File: src/rtl/rv_multicycle_ctrl_exec_if.sv
// Control/execute bus between the multi-cycle core datapath and its control slice.
// Core (master) supplies instruction and operands; the slice returns state, strobes and ALU results.
interface rv_multicycle_ctrl_exec_if;
  logic [31:0] instruction;
  logic [31:0] src_a;
  logic [31:0] src_b;
  logic [2:0]  state;
  logic        pc_write;
  logic        reg_write_enable;
  logic        alu_sel_a;
  logic        alu_sel_b;
  logic        mem_read_enable;
  logic        mem_write_enable;
  logic        mem_to_reg;
  logic        take_jump_next;
  logic [31:0] alu_result;
  logic        zero_flag;
  logic [31:0] immediate;

  modport master (
    output instruction, src_a, src_b,
    input  state, pc_write, reg_write_enable, alu_sel_a, alu_sel_b,
           mem_read_enable, mem_write_enable, mem_to_reg, take_jump_next,
           alu_result, zero_flag, immediate
  );

  modport slave (
    input  instruction, src_a, src_b,
    output state, pc_write, reg_write_enable, alu_sel_a, alu_sel_b,
           mem_read_enable, mem_write_enable, mem_to_reg, take_jump_next,
           alu_result, zero_flag, immediate
  );
endinterface

File: src/rtl/rv_multicycle_ctrl_exec.sv
// RV32I multi-cycle control FSM, ALU, branch comparator and immediate generator.
// Only the state is registered (4-5 cycles/instruction); all other outputs are combinational, no backpressure.
module rv_multicycle_ctrl_exec (
  input logic                     clk,
  input logic                     resetn,
  rv_multicycle_ctrl_exec_if.slave bus
);
  localparam logic [6:0] OP_R     = 7'b0110011;
  localparam logic [6:0] OP_I     = 7'b0010011;
  localparam logic [6:0] OP_LD    = 7'b0000011;
  localparam logic [6:0] OP_ST    = 7'b0100011;
  localparam logic [6:0] OP_BR    = 7'b1100011;
  localparam logic [6:0] OP_JAL   = 7'b1101111;
  localparam logic [6:0] OP_JALR  = 7'b1100111;
  localparam logic [6:0] OP_LUI   = 7'b0110111;
  localparam logic [6:0] OP_AUIPC = 7'b0010111;

  typedef enum logic [2:0] {
    ST_IF = 3'd0, ST_ID = 3'd1, ST_EX = 3'd2, ST_ME = 3'd3, ST_WB = 3'd4
  } state_t;

  typedef enum logic [3:0] {
    ALU_ADD, ALU_SUB, ALU_SLL, ALU_SLT, ALU_SLTU, ALU_XOR,
    ALU_SRL, ALU_SRA, ALU_OR, ALU_AND, ALU_PASSB
  } alu_op_t;

  state_t      state_q;
  alu_op_t     alu_op;
  logic [31:0] ins;
  logic [6:0]  opcode;
  logic [2:0]  funct3;
  logic        funct7_5;
  logic [31:0] imm;
  logic [31:0] alu_res;
  logic        br_cond;
  logic        is_r, is_i, is_ld, is_st, is_br, is_jal, is_jalr, is_lui, is_auipc;
  logic        pc_write, reg_write, sel_a, sel_b, mem_rd, mem_wr, mem_to_reg, take_jump;

  assign ins      = bus.instruction;
  assign opcode   = ins[6:0];
  assign funct3   = ins[14:12];
  assign funct7_5 = ins[30];

  assign is_r     = (opcode == OP_R);
  assign is_i     = (opcode == OP_I);
  assign is_ld    = (opcode == OP_LD);
  assign is_st    = (opcode == OP_ST);
  assign is_br    = (opcode == OP_BR);
  assign is_jal   = (opcode == OP_JAL);
  assign is_jalr  = (opcode == OP_JALR);
  assign is_lui   = (opcode == OP_LUI);
  assign is_auipc = (opcode == OP_AUIPC);

  always_comb begin
    imm = 32'd0;
    case (opcode)
      OP_I, OP_LD, OP_JALR: imm = {{20{ins[31]}}, ins[31:20]};
      OP_ST:                imm = {{20{ins[31]}}, ins[31:25], ins[11:7]};
      OP_BR:                imm = {{19{ins[31]}}, ins[31], ins[7], ins[30:25], ins[11:8], 1'b0};
      OP_LUI, OP_AUIPC:     imm = {ins[31:12], 12'd0};
      OP_JAL:               imm = {{11{ins[31]}}, ins[31], ins[19:12], ins[20], ins[30:21], 1'b0};
      default:              imm = 32'd0;
    endcase
  end

  // IF uses the ALU for PC+4; EX address/link arithmetic for memory and jumps is always ADD.
  always_comb begin
    alu_op = ALU_ADD;
    if (state_q == ST_IF) begin
      alu_op = ALU_ADD;
    end else if (is_lui) begin
      alu_op = ALU_PASSB;
    end else if (state_q == ST_EX && (is_ld || is_st || is_jal || is_jalr || is_auipc)) begin
      alu_op = ALU_ADD;
    end else if (is_br) begin
      alu_op = ALU_SUB;
    end else begin
      case (funct3)
        3'b000:  alu_op = (is_r && funct7_5) ? ALU_SUB : ALU_ADD;
        3'b001:  alu_op = ALU_SLL;
        3'b010:  alu_op = ALU_SLT;
        3'b011:  alu_op = ALU_SLTU;
        3'b100:  alu_op = ALU_XOR;
        3'b101:  alu_op = funct7_5 ? ALU_SRA : ALU_SRL;
        3'b110:  alu_op = ALU_OR;
        default: alu_op = ALU_AND;
      endcase
    end
  end

  always_comb begin
    alu_res = 32'd0;
    case (alu_op)
      ALU_ADD:   alu_res = bus.src_a + bus.src_b;
      ALU_SUB:   alu_res = bus.src_a - bus.src_b;
      ALU_SLL:   alu_res = bus.src_a << bus.src_b[4:0];
      ALU_SLT:   alu_res = {31'd0, $signed(bus.src_a) < $signed(bus.src_b)};
      ALU_SLTU:  alu_res = {31'd0, bus.src_a < bus.src_b};
      ALU_XOR:   alu_res = bus.src_a ^ bus.src_b;
      ALU_SRL:   alu_res = bus.src_a >> bus.src_b[4:0];
      ALU_SRA:   alu_res = $unsigned($signed(bus.src_a) >>> bus.src_b[4:0]);
      ALU_OR:    alu_res = bus.src_a | bus.src_b;
      ALU_AND:   alu_res = bus.src_a & bus.src_b;
      ALU_PASSB: alu_res = bus.src_b;
      default:   alu_res = 32'd0;
    endcase
  end

  always_comb begin
    br_cond = 1'b0;
    case (funct3)
      3'b000:  br_cond = (bus.src_a == bus.src_b);
      3'b001:  br_cond = (bus.src_a != bus.src_b);
      3'b100:  br_cond = ($signed(bus.src_a) <  $signed(bus.src_b));
      3'b101:  br_cond = ($signed(bus.src_a) >= $signed(bus.src_b));
      3'b110:  br_cond = (bus.src_a <  bus.src_b);
      3'b111:  br_cond = (bus.src_a >= bus.src_b);
      default: br_cond = 1'b0;
    endcase
  end

  always_ff @(posedge clk or negedge resetn) begin
    if (!resetn) begin
      state_q <= ST_IF;
    end else begin
      case (state_q)
        ST_IF:   state_q <= ST_ID;
        ST_ID:   state_q <= ST_EX;
        ST_EX:   state_q <= (is_ld || is_st) ? ST_ME : ST_WB;
        ST_ME:   state_q <= is_ld ? ST_WB : ST_IF;
        default: state_q <= ST_IF;
      endcase
    end
  end

  always_comb begin
    pc_write   = 1'b0;
    reg_write  = 1'b0;
    sel_a      = 1'b0;
    sel_b      = 1'b0;
    mem_rd     = 1'b0;
    mem_wr     = 1'b0;
    mem_to_reg = 1'b0;
    take_jump  = 1'b0;
    case (state_q)
      ST_IF: begin
        sel_a  = 1'b1;
        sel_b  = 1'b1;
        mem_rd = 1'b1;
      end
      ST_ID: begin
        sel_a = 1'b1;
        sel_b = 1'b1;
      end
      ST_EX: begin
        sel_a     = is_jal || is_auipc;
        sel_b     = is_i || is_ld || is_st || is_jalr || is_jal || is_auipc || is_lui;
        take_jump = is_jal || is_jalr || (is_br && br_cond);
      end
      ST_ME: begin
        mem_rd = is_ld;
        mem_wr = is_st;
      end
      ST_WB: begin
        pc_write   = 1'b1;
        reg_write  = is_r || is_i || is_ld || is_lui || is_auipc || is_jal || is_jalr;
        mem_to_reg = is_ld;
      end
      default: ;
    endcase
  end

  assign bus.state            = state_q;
  assign bus.pc_write         = pc_write;
  assign bus.reg_write_enable = reg_write;
  assign bus.alu_sel_a        = sel_a;
  assign bus.alu_sel_b        = sel_b;
  assign bus.mem_read_enable  = mem_rd;
  assign bus.mem_write_enable = mem_wr;
  assign bus.mem_to_reg       = mem_to_reg;
  assign bus.take_jump_next   = take_jump;
  assign bus.alu_result       = alu_res;
  assign bus.zero_flag        = (alu_res == 32'd0);
  assign bus.immediate        = imm;
endmodule

File: src/flat_wrapper.sv
// flat-port wrapper written by rule: the top's interface ports become plain ports
module rv_multicycle_ctrl_exec_flat 
  (clk, resetn, bus_instruction, bus_src_a, bus_src_b, bus_state, bus_pc_write, bus_reg_write_enable, bus_alu_sel_a, bus_alu_sel_b, bus_mem_read_enable, bus_mem_write_enable, bus_mem_to_reg, bus_take_jump_next, bus_alu_result, bus_zero_flag, bus_immediate);
  rv_multicycle_ctrl_exec_if bus_i ();
  input logic clk;
  input logic resetn;
  input wire logic [$bits(bus_i.instruction)-1:0] bus_instruction;
  input wire logic [$bits(bus_i.src_a)-1:0] bus_src_a;
  input wire logic [$bits(bus_i.src_b)-1:0] bus_src_b;
  output wire logic [$bits(bus_i.state)-1:0] bus_state;
  output wire logic [$bits(bus_i.pc_write)-1:0] bus_pc_write;
  output wire logic [$bits(bus_i.reg_write_enable)-1:0] bus_reg_write_enable;
  output wire logic [$bits(bus_i.alu_sel_a)-1:0] bus_alu_sel_a;
  output wire logic [$bits(bus_i.alu_sel_b)-1:0] bus_alu_sel_b;
  output wire logic [$bits(bus_i.mem_read_enable)-1:0] bus_mem_read_enable;
  output wire logic [$bits(bus_i.mem_write_enable)-1:0] bus_mem_write_enable;
  output wire logic [$bits(bus_i.mem_to_reg)-1:0] bus_mem_to_reg;
  output wire logic [$bits(bus_i.take_jump_next)-1:0] bus_take_jump_next;
  output wire logic [$bits(bus_i.alu_result)-1:0] bus_alu_result;
  output wire logic [$bits(bus_i.zero_flag)-1:0] bus_zero_flag;
  output wire logic [$bits(bus_i.immediate)-1:0] bus_immediate;
  assign bus_i.instruction = bus_instruction;
  assign bus_i.src_a = bus_src_a;
  assign bus_i.src_b = bus_src_b;
  assign bus_state = bus_i.state;
  assign bus_pc_write = bus_i.pc_write;
  assign bus_reg_write_enable = bus_i.reg_write_enable;
  assign bus_alu_sel_a = bus_i.alu_sel_a;
  assign bus_alu_sel_b = bus_i.alu_sel_b;
  assign bus_mem_read_enable = bus_i.mem_read_enable;
  assign bus_mem_write_enable = bus_i.mem_write_enable;
  assign bus_mem_to_reg = bus_i.mem_to_reg;
  assign bus_take_jump_next = bus_i.take_jump_next;
  assign bus_alu_result = bus_i.alu_result;
  assign bus_zero_flag = bus_i.zero_flag;
  assign bus_immediate = bus_i.immediate;
  rv_multicycle_ctrl_exec u_core (.clk(clk), .resetn(resetn), .bus(bus_i));
endmodule
File: config.mk
export PLATFORM = sky130hd
export DESIGN_NAME = rv_multicycle_ctrl_exec_flat
export DESIGN_NICKNAME = d
export VERILOG_FILES = /design/src/rtl/rv_multicycle_ctrl_exec_if.sv /design/src/rtl/rv_multicycle_ctrl_exec.sv /design/src/flat_wrapper.sv
export SDC_FILE = /design/constraint.sdc
export NUM_CORES = 1
export LEC_CHECK = 0
export ABC_AREA = 1
export BUFFER_PORTS_ARGS = -buffer_cell sky130_fd_sc_hd__buf_2
export CAP_MARGIN = 20
export CELL_PAD_IN_SITES_DETAIL_PLACEMENT = 2
export CELL_PAD_IN_SITES_GLOBAL_PLACEMENT = 2
export CORE_MARGIN = 2
export CORE_UTILIZATION = 29
export CTS_CLUSTER_DIAMETER = 50
export DETAILED_ROUTE_END_ITERATION = 12
export PLACE_DENSITY_LB_ADDON = 0.1
export SYNTH_ARGS = -nofsm -noshare
export SYNTH_HDL_FRONTEND = slang
export SYNTH_SLANG_ARGS = --single-unit
File: constraint.sdc
create_clock -name clk -period 5.6 [get_ports clk]
set_clock_uncertainty 0.1 [all_clocks]
set_input_delay 0.84 -clock clk [delete_from_list [all_inputs] [get_ports clk]]
set_output_delay 0.84 -clock clk [all_outputs]
set_load 0.03 [all_outputs]
==> impl_metrics.py <==
metrics = {
    "run_status": {
        "status": "finished, final reports clean",
    },
    "logic_synthesis": {
        "syn_inst": 2532,
        "synth_top_area_cell": "nand2_1",
        "synth.area.top_cells": "nand2_1 28%, nand3_1 15%, ha_1 10%, inv_1 9.8%, nor2_1 8.9%",
        "synth_area_um2": 12100,
        "synth_fp_nets": 2729,
        "yosys.area.top_type_share": 0.276,
        "synth_edf_count": 0,
        "ys_seq_area_frac": 0.00620,
        "syn_area_per_cell_um2": 4.78,
        "synth-seq-cells": 3,
        "synth_cell_types": 50,
        "ys.warnings.count": 0,
        "synthArstFlopShare": 1.00,
        "ys.flop_type": "dfrtp_1",
    },
    "timing": {
        "min_period_over_period": 0.972,
        "setup_viol": 0,
        "rsz0062_at_grt": "false",
        "relSlewSlack": 0.340,
        "max_freq_mhz": 184,
        "setup_tns_ns": 0,
        "whs_ns": 0.305,
        "hold_violations": 0,
        "fin_crit_ns": 5.45,
        "tightestPinTransition_ns": 0.977,
        "setup_slack_ns": 0.154,
        "finalMaxSlewViolations": 0,
    },
    "clocking": {
        "root_buffer": "clkbuf_16",
        "h-tree-depth": 1,
        "cts_tree": "built",
        "cts-buffers-inserted": 3,
        "cts.sinks": 3,
        "clk_pin_slew_ns": 0.03,
        "cts_hold_buf": 0,
        "insertion_delay_ns": 0.22,
        "clockBufferDepth": 2,
    },
    "global_route": {
        "grt_max_degree": 74,
        "antenna_found_initial": 2,
        "grt_pass1_vias": 18600,
        "grt_pass1_wl_um": 123000,
        "grt.overflow.total": 0,
        "grt_usage": 0.375,
    },
    "worst_setup_path": {
        "r2r_start": "u_core.bus.state[1]",
        "cp-start-kind": "primary input",
        "worstPathRequired_ns": 4.66,
        "path_class": "primary input to output port",
        "worstSetupEndpointType": "output port",
        "ff2ff_setup_slack_ns": 4.15,
        "reg2reg_to": "u_core.bus.state[2]",
        "cp.arrival_ns": 4.51,
        "crit_fanout": 7,
        "reg2regPathDepth": 4,
    },
    "pwr": {
        "p_sw_w": 0.00229,
        "switching_share": 0.725,
        "power.share.sequential": 0.016,
        "leakage_nw": 7.89,
        "p_per_area_nw_per_um2": 231,
        "comb_power_share": 0.948,
        "pwr-share-clk": 0.036,
        "peakVddDrop_v": 0.000146,
        "p_int_w": 0.000866,
    },
    "worst_hold_path": {
        "hold_path.class": "primary input to asynchronous set/reset pin",
    },
    "die": {
        "die-height_um": 208,
        "core_um2": 41000,
        "rows": 74,
        "dieArea_um2": 43400,
        "initial_core_util": 0.295,
        "num_io_pins": 174,
        "fp.dieW_um": 208,
    },
    "routing": {
        "routed_via_density": 5.63,
        "drt-total-wl_um": 83200,
        "drcViolationCount": 0,
        "vias": 17900,
        "first_pass_iters": 5,
        "dr.first_iter.drc_count": 1319,
        "wl_per_cell_um": 26.1,
        "postRouteAntennaNets": 0,
    },
    "placed_design": {
        "post-dp-hpwl_um": 71100,
        "placed_cells": 3181,
        "port_buffers": 173,
        "gp_congestion": 1.06,
        "place_ws_ns": 0.261,
    },
    "finish": {
        "layout_commonest_cell": "nand2_1",
        "layout_common_cells": "892 x nand2_1, 369 x nand3_1, 310 x inv_1",
        "drive_above_1_share": 0.112,
        "syn2layout_area_growth_pct": 12.8,
        "utilization": 0.333,
        "final_nets": 2851,
        "finalNonFillerCells": 3186,
        "largest_reg_flops": 3,
    },
    "job": {
        "max-cap-violations": 0,
    },
}
## stage by stage
stage	power, W	cell area (um2)
global placement	0.00293	13600
detailed placement	0.00297	13600
global route	0.00334	13700
CTS	0.00310	13700
finish	0.00316	13700
floorplan	0.00184	12100
## worst max-delay path: stages
cell and delay [ns]:
buf_2 0.18, inv_1 0.16, ha_1 0.46, inv_2 0.22, nand2_1 0.14, nor3_1 0.30
nand2_1 0.17, nor2_1 0.23, nand2_1 0.14, nand2_1 0.15, nand2_1 0.07, nand2_1 0.10
nand2_1 0.06, nand2_1 0.21, nor2_1 0.08, nor3_2 0.21, nand3_1 0.11, nor2_1 0.11
nand2_1 0.11, nor2_1 0.19, buf_2 0.24
## cells by family after synthesis
kind of cell,synth area share
buffers and inverters,0.149
muxes,0.00248
DFF,0.00620
adders and majority gates,0.104
AOI/OAI and AO/OA,0.128
xor gates and xnor gates,0.0231
and+or+nand+nor,0.588
## layout make-up
type	count	area, um2
Fill cell	5600	27400
Multi-Input combinational cell	2084	10200
Timing Repair Buffer	238	1380
Inverter	324	1220
Tap cell	532	666
Clock buffer	4	78.8
Sequential cell	3	75.1
Antenna cell	1	2.50
## synthesized netlist by cell type (2+ instances only)
library cell	instances
inv_1	315
a21o_1	2
nand2_2	10
clkbuf_1	33
and2_1	7
o21ai_0	143
nor4_1	3
dfrtp_1	3
nor2_4	6
nor2_2	7
buf_1	25
nor3_2	3
nand3b_1	16
a31oi_1	2
nand3_2	5
o211ai_1	16
nor3_1	25
o21ai_1	8
buf_6	8
o22ai_1	2
ha_1	97
nand3_1	369
nand2_4	5
xnor2_1	2
buf_2	53
nand4_1	19
o21a_1	5
o21bai_1	16
inv_2	9
mux2i_1	3
xor2_1	30
nor2_1	288
nand2_1	892
a21oi_1	88
fa_1	2
## worst max-delay path by stage
| stage | from | endpoint | slack, ns | cells after the start |
|---|---|---|---|---|
| floorplan | bus_src_b[4] | bus_zero_flag | 0.34 | 28 |
| global placement | bus_src_a[28] | bus_zero_flag | 0.32 | 23 |
| detailed placement | bus_src_a[28] | bus_zero_flag | 0.26 | 21 |
| CTS | bus_src_a[28] | bus_zero_flag | 0.24 | 21 |
| global route | bus_src_a[11] | bus_zero_flag | 0.003 | 21 |
| finish | bus_src_a[28] | bus_zero_flag | 0.15 | 21 |
## timing repair
action	4_1_cts	5_1_grt
hold endpoints to repair	0	0
setup endpoints to repair	0	1
resized for setup	0	2
buffers inserted	0	0
## power by group through the flow
stage          combinational (W)  clock (W)  sequential (W)
2_1_floorplan            0.00178          0       0.0000642
3_3_place_gp             0.00288          0       0.0000491
3_5_place_dp             0.00292          0       0.0000493
4_1_cts                  0.00293   0.000116       0.0000495
5_1_grt                  0.00317   0.000118       0.0000516
6_report                 0.00299   0.000114       0.0000494
## routing by layer
| metal | track usage | routed length, um | vias up |
|---|---|---|---|
| li1 | - | - | 8244 |
| met1 | 0.515 | 38000 | 8995 |
| met2 | 0.622 | 38200 | 570 |
| met3 | 0.0409 | 4650 | 113 |
| met4 | 0.0968 | 2340 | 2 |
| met5 | 0 | 18 | - |
No activity file was read; power rests on OpenSTA's default activity.
